$ cat src/rtl/fetch_unit.sv
`timescale 1ns/1ps
// fetch_unit: fetch PC generator with a single-outstanding imem handshake
// and a 2-entry buffer feeding IF_ID, with PC-relative jump predecode.
module fetch_unit #(
  parameter logic [15:0] RESET_PC = 16'h0000,
  parameter logic [3:0]  JUMP_OP  = 4'hc
) (
  input  logic        clk,
  input  logic        rst,
  input  logic        stall,
  input  logic        redirect,
  input  logic [15:0] redirect_PC,
  output logic        imem_re,
  output logic [15:0] imem_addr,
  input  logic        imem_rdy,
  input  logic [15:0] imem_data,
  output logic [15:0] instr_out,
  output logic [15:0] PC_out,
  output logic        jump_out
);

  localparam logic [0:0] IDLE = 1'b0;
  localparam logic [0:0] WAIT = 1'b1;

  typedef struct packed {
    logic [15:0] instr;
    logic [15:0] pc1;
    logic        jump;
  } fetch_ent_t;

  logic [0:0]  r_state;
  logic [15:0] r_fpc;
  logic [15:0] r_req_pc;
  logic [1:0]  r_count;
  logic        r_squash;
  fetch_ent_t  r_buf [2];

  logic        w_issue;
  logic        w_push;
  logic        w_pop;
  logic        w_wr_idx;
  logic        w_head_vld;
  logic [15:0] w_target;
  logic [1:0]  w_count_nxt;
  fetch_ent_t  w_new;

  always_comb begin
    w_issue = (r_state == IDLE) && (r_count != 2'd2)
           && !redirect && !rst;
    w_push = (r_state == WAIT) && imem_rdy
          && !r_squash && !redirect;
    w_pop = !stall && !redirect && (r_count != 2'd0);
    w_new.instr = imem_data;
    w_new.pc1 = r_req_pc + 16'd1;
    w_new.jump = (imem_data[15:12] == JUMP_OP);
    w_target = w_new.pc1;
    if (w_new.jump)
      w_target = w_new.pc1
               + {{4{imem_data[11]}}, imem_data[11:0]};
    // slot 1 only when an entry stays resident this cycle
    w_wr_idx = (r_count == 2'd1) && !w_pop;
    w_count_nxt = r_count + {1'b0, w_push}
                - {1'b0, w_pop};
    w_head_vld = (r_count != 2'd0) && !redirect;
  end

  assign imem_re   = w_issue;
  assign imem_addr = r_fpc;
  assign instr_out = w_head_vld ? r_buf[0].instr : 16'h0000;
  assign PC_out    = w_head_vld ? r_buf[0].pc1 : 16'h0000;
  assign jump_out  = w_head_vld && r_buf[0].jump;

  always_ff @(posedge clk or posedge rst) begin
    if (rst) begin
      r_state  <= IDLE;
      r_fpc    <= RESET_PC;
      r_req_pc <= RESET_PC;
      r_count  <= 2'd0;
      r_squash <= 1'b0;
      r_buf[0] <= '0;
      r_buf[1] <= '0;
    end else begin
      r_count <= redirect ? 2'd0 : w_count_nxt;
      if (w_pop)
        r_buf[0] <= r_buf[1];
      if (w_push)
        r_buf[w_wr_idx] <= w_new;
      unique case (r_state)
        IDLE: begin
          if (redirect) begin
            r_fpc <= redirect_PC;
          end else if (w_issue) begin
            r_req_pc <= r_fpc;
            r_state  <= WAIT;
          end
        end
        WAIT: begin
          if (redirect) begin
            r_fpc <= redirect_PC;
            if (imem_rdy) begin
              r_state  <= IDLE;
              r_squash <= 1'b0;
            end else begin
              r_squash <= 1'b1;
            end
          end else if (imem_rdy) begin
            r_state  <= IDLE;
            r_squash <= 1'b0;
            if (!r_squash)
              r_fpc <= w_target;
          end
        end
        default: r_state <= IDLE;
      endcase
    end
  end

endmodule
$ cat config.mk
export PLATFORM = sky130hd
export DESIGN_NAME = fetch_unit
export DESIGN_NICKNAME = d
export VERILOG_FILES = /design/src/rtl/fetch_unit.sv
export SDC_FILE = /design/constraint.sdc
export NUM_CORES = 1
export LEC_CHECK = 0
export CAP_MARGIN = 40
export CORE_UTILIZATION = 35
export DETAILED_ROUTE_END_ITERATION = 16
export GPL_TIMING_DRIVEN = 1
export SYNTH_ARGS = -nofsm -noshare
export SYNTH_HDL_FRONTEND = slang
export SYNTH_SLANG_ARGS = --single-unit
$ cat constraint.sdc
create_clock -name clk -period 5.6 [get_ports clk]
set_input_delay 0.84 -clock clk [delete_from_list [all_inputs] [get_ports clk]]
set_output_delay 0.84 -clock clk [all_outputs]
set_load 0.03 [all_outputs]
# Yosys cells after proc, flatten, opt, wreduce, memory -nomap -nowiden
# Index checks and enable logic that the tools add are counted.
[totals]
register_bits = 102
latchBits = 0
n_memories = 0
ramBits = 0
inputBits = 37
mem_bits_ro = 0
wordCells = 68
output_inout_bits = 50
[op_classes]
n_eq_ne = 6
shifts = 0
multipliers = 0
n_lt_le_gt_ge = 2
div_mod_pow = 0
n_mux = 20
bitwise_logic = 3
reduce_logical = 22
n_addsub = 4
[ops]
columns = ["operator", "n"]
rows = [
  ["two-way mux 16 bit", 7],
  ["bitwise mux 66 bit", 1],
  ["two-way mux 33 bit", 2],
  ["two-way mux 66 bit", 1],
  ["demux 33 bit (select 1 bit)", 1],
  ["case mux 16 bit (2 select lines)", 1],
  ["adder 16 x 1 -> 16 bit, second input constant", 1],
  ["adder 16 bit", 1],
  ["logical AND 1 bit", 12],
  ["inequality test 3 bit, second input constant", 2],
  ["AND reduction 3 bit", 2],
  ["logical NOT 1 bit", 5],
  ["two-way mux 1 bit", 5],
  ["== test 4 bit, second input constant", 1],
  ["inequality test 2 bit, second input constant", 2],
  ["nonzero test 2 bit", 2],
  ["adder 2 x 1 -> 2 bit", 1],
  ["== test 2 x 1 -> 1 bit, second input constant", 1],
  ["greater-or-equal comparator 2 bit, second input constant", 1],
  ["less-than comparator 2 x 1 -> 1 bit, second input constant", 1],
  ["two-way mux 2 bit", 1],
  ["NOT 1 bit", 2],
  ["NOT 1 -> 2 bit", 1],
  ["case mux 1 bit (2 select lines)", 1],
  ["2 further kinds", 2],
]

# Depth between registers and ports, before layout
# Gate-level depths: netlist of the first run.
[logic_depth]
depth_word = 12
depth_mapped = 12
depth_no_buf = 12

# Least setup slack after synthesis of the first run
# Ideal clock, no wire load.
[synth_timing]
path_kind = "in2out"
start = "input rst"
end = "output imem_re"
n_path_buf = 1
arrival_time_ns = 4.395
required_time_ns = 4.760
stages = 4
slack_ns = 0.365
cell_sequence = "inv_1 o2111ai_1 clkinv_1 clkbuf_1"
[synth_via]
elab_chain_len = 2
[synth_lines]
columns = ["item", "line_no", "text"]
rows = [
  ["start: declaration", "9", "input logic rst,"],
  ["logical NOT 1 bit (no line)", "n/a", ""],
  ["logical AND 1 bit", "49", "&& !redirect && !rst;"],
  ["end: declaration", "13", "output logic imem_re,"],
]
# No other way between the ends.

# Worst setup path after layout of the first run
[layout_timing]
start = "input redirect"
end = "output PC_out[1]"
[layout_via]
elab_chain_len = 3
[layout_lines]
columns = ["item", "line_no", "text"]
rows = [
  ["start: declaration", "11", "input logic redirect,"],
  ["logical NOT 1 bit", "64", "w_head_vld = (r_count != 2'd0) && !redirect;"],
  ["logical AND 1 bit", "64", ""],
  ["two-way mux 16 bit", "70", "assign PC_out = w_head_vld ? r_buf[0].pc1 : 16'h0000;"],
  ["end: declaration", "18", "output logic [15:0] PC_out,"],
]
# No other way between the ends.

==> reports/results.tsv, run 1 <==
stage	metric	value	unit
route	Avg WL per Cell	17.0	um
worst_setup_path	CP max stage delay	0.75	ns
clock_network	hold_buf cts	0	
clock_network	Sink Count	102	
placed_design	IO Port Bufs	86	
clock_network	CTS Buf Count	9	
layout	# nets final	723	
floorplan	core footprint	16000	um2
synthesis	syn avg cell area	9.93	um2
grt	initial antenna violation count	0	
timing	Final min period	4.04	ns
synthesis	ranking of synthesized cells by area	dfrtp_1 (44%), nand2_1 (6.5%), mux2i_1 (6.2%)	
route	via count	4590	
synthesis	most common cell in the netlist	dfrtp_1	
worst_setup_path	WS Path Type	input pin to primary output	
synthesis	register area share after synthesis	0.441	
layout	Fill cells	1576	
layout	Post-Layout Inst Area	7160	um2
min_path	Tightest Hold Check Type	register to register	
timing	Slew Limit Fails	0	
timing	Final Hold Viols	0	
worst_setup_path	Critical Path RT	4.76	ns
clock_network	cells resized by post-CTS repair	0	
outcome	outcome	finished clean	
worst_setup_path	WP buf/inv	2	
grt	gr ovfl total	0	
floorplan	die area	17100	um2
power_and_ir_drop	clock group share of total power	0.235	
clock_network	root buf cell	clkbuf_16	
power_and_ir_drop	Seq pwr share	0.422	
synthesis	#FFs+latches synth	102	
power_and_ir_drop	combinational group share of total power	0.343	
flow_run	max_cap viols	0	
synthesis	Yosys top cell by area	dfrtp_1	
placed_design	HPWL Detailed	10.9	mm
timing	setup TNS	0	ns
synthesis	Most used DFF post-synth	dfrtp_1	
route	Antenna Nets Post-Route	0	
placed_design	RePlAce Congestion	0.856	
synthesis	Netlist Area Pre-Place	5790	um2
grt	vias in the first global route	4410	
layout	final core utilization	0.447	
route	DRC violations left	0	
synthesis	Post-synth EDFFs	0	
power_and_ir_drop	LEAKAGE	3.12	nW
synthesis	Syn Nets	643	
clock_network	clock tree from TritonCTS	built	
worst_setup_path	crit path max fanout	34	
synthesis	Post-synth ARST share	1.00	
floorplan	num rows	46	
route	Total Wirelength	15.0	mm
route	DRT Pass-1 Iters	6	
worst_setup_path	CP top delay family	buffers and inverters	
timing	Worst-Margin Slew	0.730	ns
route	DR vias/cell	5.19	
floorplan	Initial Util	0.362	
synthesis	Post-Syn Instances	583	
clock_network	CTS H-tree lvls	3	
layout	Diodes inserted	0	
timing	Worst Clk Skew	0.00960	ns
synthesis	Yosys top cell area share	0.441	
grt	global-route wire length before repair	24.0	mm
timing	period utilisation layout	0.721	
floorplan	Die W	131	um
grt	GRT Util Overall	0.186	
timing	RSZ-0062 raised after global routing	false	
timing	final setup vio count	0	
clock_network	clk buf depth	2	
route	1st-iter DRT viols	300	
power_and_ir_drop	peak supply drop	0.165	mV
power_and_ir_drop	internal cell power	0.00171	W
worst_setup_path	Crit. End Element	primary output	
floorplan	height of the die	131	um
placed_design	dpl cell area	6860	um2
clock_network	post-CTS setup repair buffer count	0	
power_and_ir_drop	Psw	0.000970	W
synthesis	post-synthesis cell type count	56	
worst_setup_path	cell chain of the critical path	clkdlybuf4s50_1 -> o21ba_2 -> and2_1 -> clkdlybuf4s50_1	
power_and_ir_drop	switch share	0.362	
layout	share of layout cells above drive strength 1	0.0973	
worst_setup_path	Worst EP arrival	3.20	ns
timing	Achievable Freq	248	MHz
floorplan	boundary pin count	87	
clock_network	Clock Latency Late Sink	0.35	ns
synthesis	Synth top cells by count	dfrtp_1 (102), nand2_1 (100), o21ai_0 (57)	
power_and_ir_drop	PwrDens	374	nW/um2
layout	Area Growth Syn to Fin	23.6	%
synthesis	yosys warns	0	
worst_setup_path	Critical Path Source Type	input pin	
worst_setup_path	Critical Path Slowest Stage Cell	o21ba_2	
timing	Max transition margin	0.512	
clock_network	Worst-path clk slew	0.07	ns
grt	largest net degree at the start of global routing	53	
worst_setup_path	crit-path most repeated cell	clkdlybuf4s50_1	
tightest hold or removal path, cell delays in order, from the launching register on:
cell and delay, ns:
dfrtp_1 0.35, nand2_1 0.05, o21ai_0 0.06
cells by family (layout without fill, tap and decap cells):
| kind of cell | count (synthesis) | count (layout) | synth area share |
|---|---|---|---|
| adder cells (fa/ha/maj) | 23 | 23 | 0.0510 |
| AND/OR/NAND/NOR | 200 | 200 | 0.169 |
| AO/OA/AOI/OAI | 126 | 126 | 0.131 |
| buffers and inverters | 40 | 125 | 0.0339 |
| XOR/XNOR | 23 | 23 | 0.0348 |
| flip-flops | 102 | 102 | 0.441 |
| multiplexers | 69 | 69 | 0.139 |
metrics by stage:
step | setup WS (ns) | total power [W] | hold slack (ns) | cells
4_1_cts | 1.56 | 0.00269 | 0.490 | 884
3_3_place_gp | 1.42 | 0.00203 | 0.462 | 868
6_report | 1.56 | 0.00268 | 0.488 | 884
5_1_grt | 1.44 | 0.00286 | 0.510 | 884
2_1_floorplan | 0.365 | 0.00176 | 0.449 | 583
3_5_place_dp | 1.35 | 0.00205 | 0.475 | 868
power groups by stage:
stage,Sequential (W),Combinational (W),Clock [W]
2_1_floorplan,0.00112,0.000635,0
3_3_place_gp,0.00113,0.000893,0
3_5_place_dp,0.00114,0.000912,0
4_1_cts,0.00113,0.000917,0.000642
5_1_grt,0.00116,0.00103,0.000675
6_report,0.00113,0.000918,0.000630
cells in the final DEF (no fill, tap or decap), types with 2 or more instances in the layout:
cell             instances
a211oi_1                 4
a21boi_0                 2
a21o_1                   3
a21oi_1                 25
a222oi_1                 5
a22oi_1                  2
a31oi_1                  2
and2_1                  36
and4_1                   2
buf_4                    7
clkbuf_16                9
clkdlybuf4s50_1         86
dfrtp_1                102
ha_1                    22
inv_1                   13
inv_6                    3
inv_8                    2
mux2_1                   4
mux2_2                   9
mux2_4                  20
mux2i_1                 36
nand2_1                100
nand3_1                 17
nand4_1                  4
nor2_1                  21
nor2b_1                  3
nor3_1                   3
o211ai_1                 7
o21a_1                   2
o21ai_0                 57
o21ai_1                  4
o21bai_1                 3
o22ai_1                  2
xnor2_1                 15
xor2_1                   8
worst paths after layout:
path | from | slack [ns] | endpoint | depth (start not counted)
min | register | 0.49 | register | 2
min reg2reg | register | 0.49 | register | 2
max reg2reg | r_req_pc[0] | 2.12 | imem_addr[15] | 12
max | redirect | 1.56 | PC_out[1] | 4
max in group asynchronous | rst | 3.39 | imem_addr[15] | 4
min in group asynchronous | rst | 1.08 | r_buf[56] | 3
final cells by class:
type	instances	area (um2)	area share
clock buffers	10	239	0.0334
clock inverters	6	57.6	0.00804
inverters	16	62.6	0.00874
multi-input cells	441	3060	0.428
flip-flops and latches	102	2550	0.357
well taps	216	270	0.0378
repair buffers	93	913	0.128
per-layer routing:
layer / part of all wire / vias to the layer above / track usage
li1: - / 2203 / -
met1: 0.50 / 2250 / 0.279
met4: 0.022 / 0 / 0.0771
met3: 0.045 / 19 / 0.0244
met2: 0.43 / 118 / 0.269
met5: 0 / - / 0
Note: power is estimated with default switching activity, not from simulation.
==> run 2: changes to the inputs <==
clock period = 3.9 ns   (was 5.6 ns; I/O delays follow)
==> reports/results.tsv, run 2 (synthesis gave the netlist of run 1 again) <==
stage	metric	value	unit	change
timing	Max transition margin	0.468		was 0.512
clock_network	root buf cell	clkbuf_16		unchanged
timing	Achievable Freq	304	MHz	
timing	Worst Clk Skew	0.00706	ns	was 0.00960 ns
min_path	Tightest Hold Check Type	register to register		unchanged
layout	most frequent cells in the layout	dfrtp_1 (102), nand2_1 (100), clkdlybuf4s50_1 (86), o21ai_0 (57)		unchanged
worst_setup_path	Critical Path RT	4.13	ns	was 4.76 ns
worst_setup_path	CP max stage delay	0.44	ns	was 0.75 ns
floorplan	height of the die	131	um	unchanged
clock_network	clock tree from TritonCTS	built		unchanged
floorplan	num rows	46		unchanged
power_and_ir_drop	internal cell power	0.00244	W	was 0.00171 W
timing	Final min period	3.29	ns	
worst_setup_path	Critical Path Source Type	register		was input pin
worst_setup_path	path depth of the worst reg2reg path	12		unchanged
grt	vias in the first global route	4506		was 4,410
worst_setup_path	R2R Path End	imem_addr[15]		unchanged
placed_design	HPWL Detailed	11.0	mm	was 10.9 mm
grt	gr ovfl total	0		unchanged
floorplan	core footprint	16000	um2	unchanged
layout	share of layout cells above drive strength 1	0.107		was 0.0973
timing	Final Hold Viols	0		unchanged
power_and_ir_drop	peak supply drop	0.234	mV	was 0.165 mV
power_and_ir_drop	switch share	0.357		was 0.362
route	Avg WL per Cell	16.7	um	was 17.0 um
timing	Worst-Margin Slew	0.798	ns	was 0.730 ns
worst_setup_path	Worst EP arrival	3.51	ns	was 3.20 ns
clock_network	post-CTS setup repair buffer count	0		unchanged
worst_setup_path	WS Path Type	register to register		was input pin to primary output
placed_design	RePlAce Congestion	0.865		was 0.856
power_and_ir_drop	PwrDens	525	nW/um2	was 374 nW/um2
power_and_ir_drop	Psw	0.00135	W	was 0.000970 W
route	DRC violations left	0		unchanged
clock_network	hold_buf cts	0		unchanged
clock_network	Sink Count	102		unchanged
grt	largest net degree at the start of global routing	67		was 53
layout	Fill cells	1598		was 1,576
clock_network	cells resized by post-CTS repair	0		unchanged
clock_network	CTS H-tree lvls	3		unchanged
route	DR vias/cell	5.12		was 5.19
grt	global-route wire length before repair	24.2	mm	was 24.0 mm
timing	final setup margin	0.613	ns	was 1.56 ns
grt	initial antenna violation count	0		unchanged
worst_setup_path	crit path max fanout	7		was 34
floorplan	boundary pin count	87		unchanged
floorplan	Initial Util	0.362		unchanged
route	Total Wirelength	14.9	mm	was 15.0 mm
timing	Slew Limit Fails	0		unchanged
clock_network	CTS Buf Count	9		unchanged
placed_design	dpl cell area	6950	um2	was 6860 um2
flow_run	max_cap viols	0		unchanged
outcome	outcome	finished clean		unchanged
layout	# nets final	730		was 723
worst_setup_path	Worst R2R Setup Slack	0.61	ns	was 2.12 ns
power_and_ir_drop	clock group share of total power	0.222		was 0.235
route	via count	4566		was 4,590
power_and_ir_drop	combinational group share of total power	0.353		was 0.343
floorplan	Die W	131	um	unchanged
timing	final setup vio count	0		unchanged
worst_setup_path	critical path startpoint	r_req_pc[0]		was redirect
layout	most common cell after layout, fill and taps aside	dfrtp_1		unchanged
placed_design	dpl ws	0.511	ns	was 1.35 ns
worst_setup_path	CP Capture Point	imem_addr[15]		was PC_out[1]
layout	final core utilization	0.451		was 0.447
grt	GRT Util Overall	0.188		was 0.186
clock_network	clk buf depth	2		unchanged
timing	period utilisation layout	0.843		
layout	FF/Latch Area	2550	um2	unchanged
layout	Diodes inserted	0		unchanged
floorplan	die area	17100	um2	unchanged
route	Antenna Nets Post-Route	0		unchanged
worst_setup_path	cell chain of the critical path	ha_1 -> nand3_1 -> nor3_1 -> nand3_1 -> xnor2_1 -> ha_1 -> a21oi_1 -> nor2_1 -> o21ai_0 -> o21ai_0 -> a222oi_1 -> nand2_1		was clkdlybuf4s50_1 -> o21ba_2 -> and2_1 -> clkdlybuf4s50_1
clock_network	Clock Latency Late Sink	0.35	ns	about the same
timing	RSZ-0062 raised after global routing	false		unchanged
clock_network	Worst-path clk slew	0.07	ns	about the same
timing	setup TNS	0	ns	unchanged
layout	Post-Layout Inst Area	7220	um2	was 7160 um2
layout	Area Growth Syn to Fin	24.8	%	was 23.6%
placed_design	IO Port Bufs	86		unchanged
worst_setup_path	Critical Path Slowest Stage Cell	dfrtp_1		was o21ba_2
worst_setup_path	reg2reg start	r_req_pc[0]		unchanged
route	1st-iter DRT viols	397		was 300
worst_setup_path	Crit. End Element	register		was primary output
power_and_ir_drop	Seq pwr share	0.426		was 0.422
power_and_ir_drop	LEAKAGE	3.14	nW	was 3.12 nW
layout	Multi-input gate area	3060	um2	unchanged
route	DRT Pass-1 Iters	5		was 6
-- run 2: worst min-delay path by stage --
| stage | start | to | slack, ns | cells past startpoint |
|---|---|---|---|---|
| final | register | register | 0.48 | 2 |
| after global routing | register | register | 0.52 | 1 |
| after CTS | register | register | 0.49 | 2 |
| after detailed placement | register | register | 0.47 | 2 |
| after global placement | register | register | 0.46 | 2 |
| after floorplan | register | register | 0.45 | 2 |
-- run 2: area by class of cell --
| class | count | share of cell area |
|---|---|---|
| multi-input cells | 441 | 0.424 |
| flip-flops and latches | 102 | 0.353 |
| repair buffers | 100 | 0.139 |
| well taps | 216 | 0.0374 |
| clock buffers | 9 | 0.0312 |
| inverters | 16 | 0.00883 |
| clock inverters | 7 | 0.00658 |
-- run 2: metal layers --
metal,routed length (um),vias up,GRT usage
li1,-,2212,-
met1,7430,2217,0.277
met2,6490,119,0.279
met3,675,18,0.0265
met4,261,0,0.0690
met5,0,-,0
-- run 2: stage by stage --
| step | std cells | total power, W | hold slack (ns) |
|---|---|---|---|
| 2_1_floorplan | 583 | 0.00252 | 0.449 |
| 3_3_place_gp | 875 | 0.00293 | 0.460 |
| 3_5_place_dp | 875 | 0.00296 | 0.473 |
| 4_1_cts | 891 | 0.00382 | 0.486 |
| 5_1_grt | 891 | 0.00405 | 0.523 |
| 6_report | 891 | 0.00379 | 0.484 |
-- run 2: power by group through the flow --
| stage | combinational (W) | sequential (W) | clock (W) |
|---|---|---|---|
| floorplan | 0.000911 | 0.00161 | 0 |
| global placement | 0.00131 | 0.00162 | 0 |
| detailed placement | 0.00133 | 0.00163 | 0 |
| CTS | 0.00134 | 0.00161 | 0.000863 |
| global route | 0.00150 | 0.00166 | 0.000901 |
| finish | 0.00134 | 0.00161 | 0.000840 |
-- run 2: critical path, delay by kind of cell, from the launching register on --
kind                     cells  cell delay [ns]
flip-flops                   1             0.44
XOR/XNOR                     1             0.43
AO/OA/AOI/OAI                4             0.84
adder cells (fa/ha/maj)      2             0.59
AND/OR/NAND/NOR              5             0.85
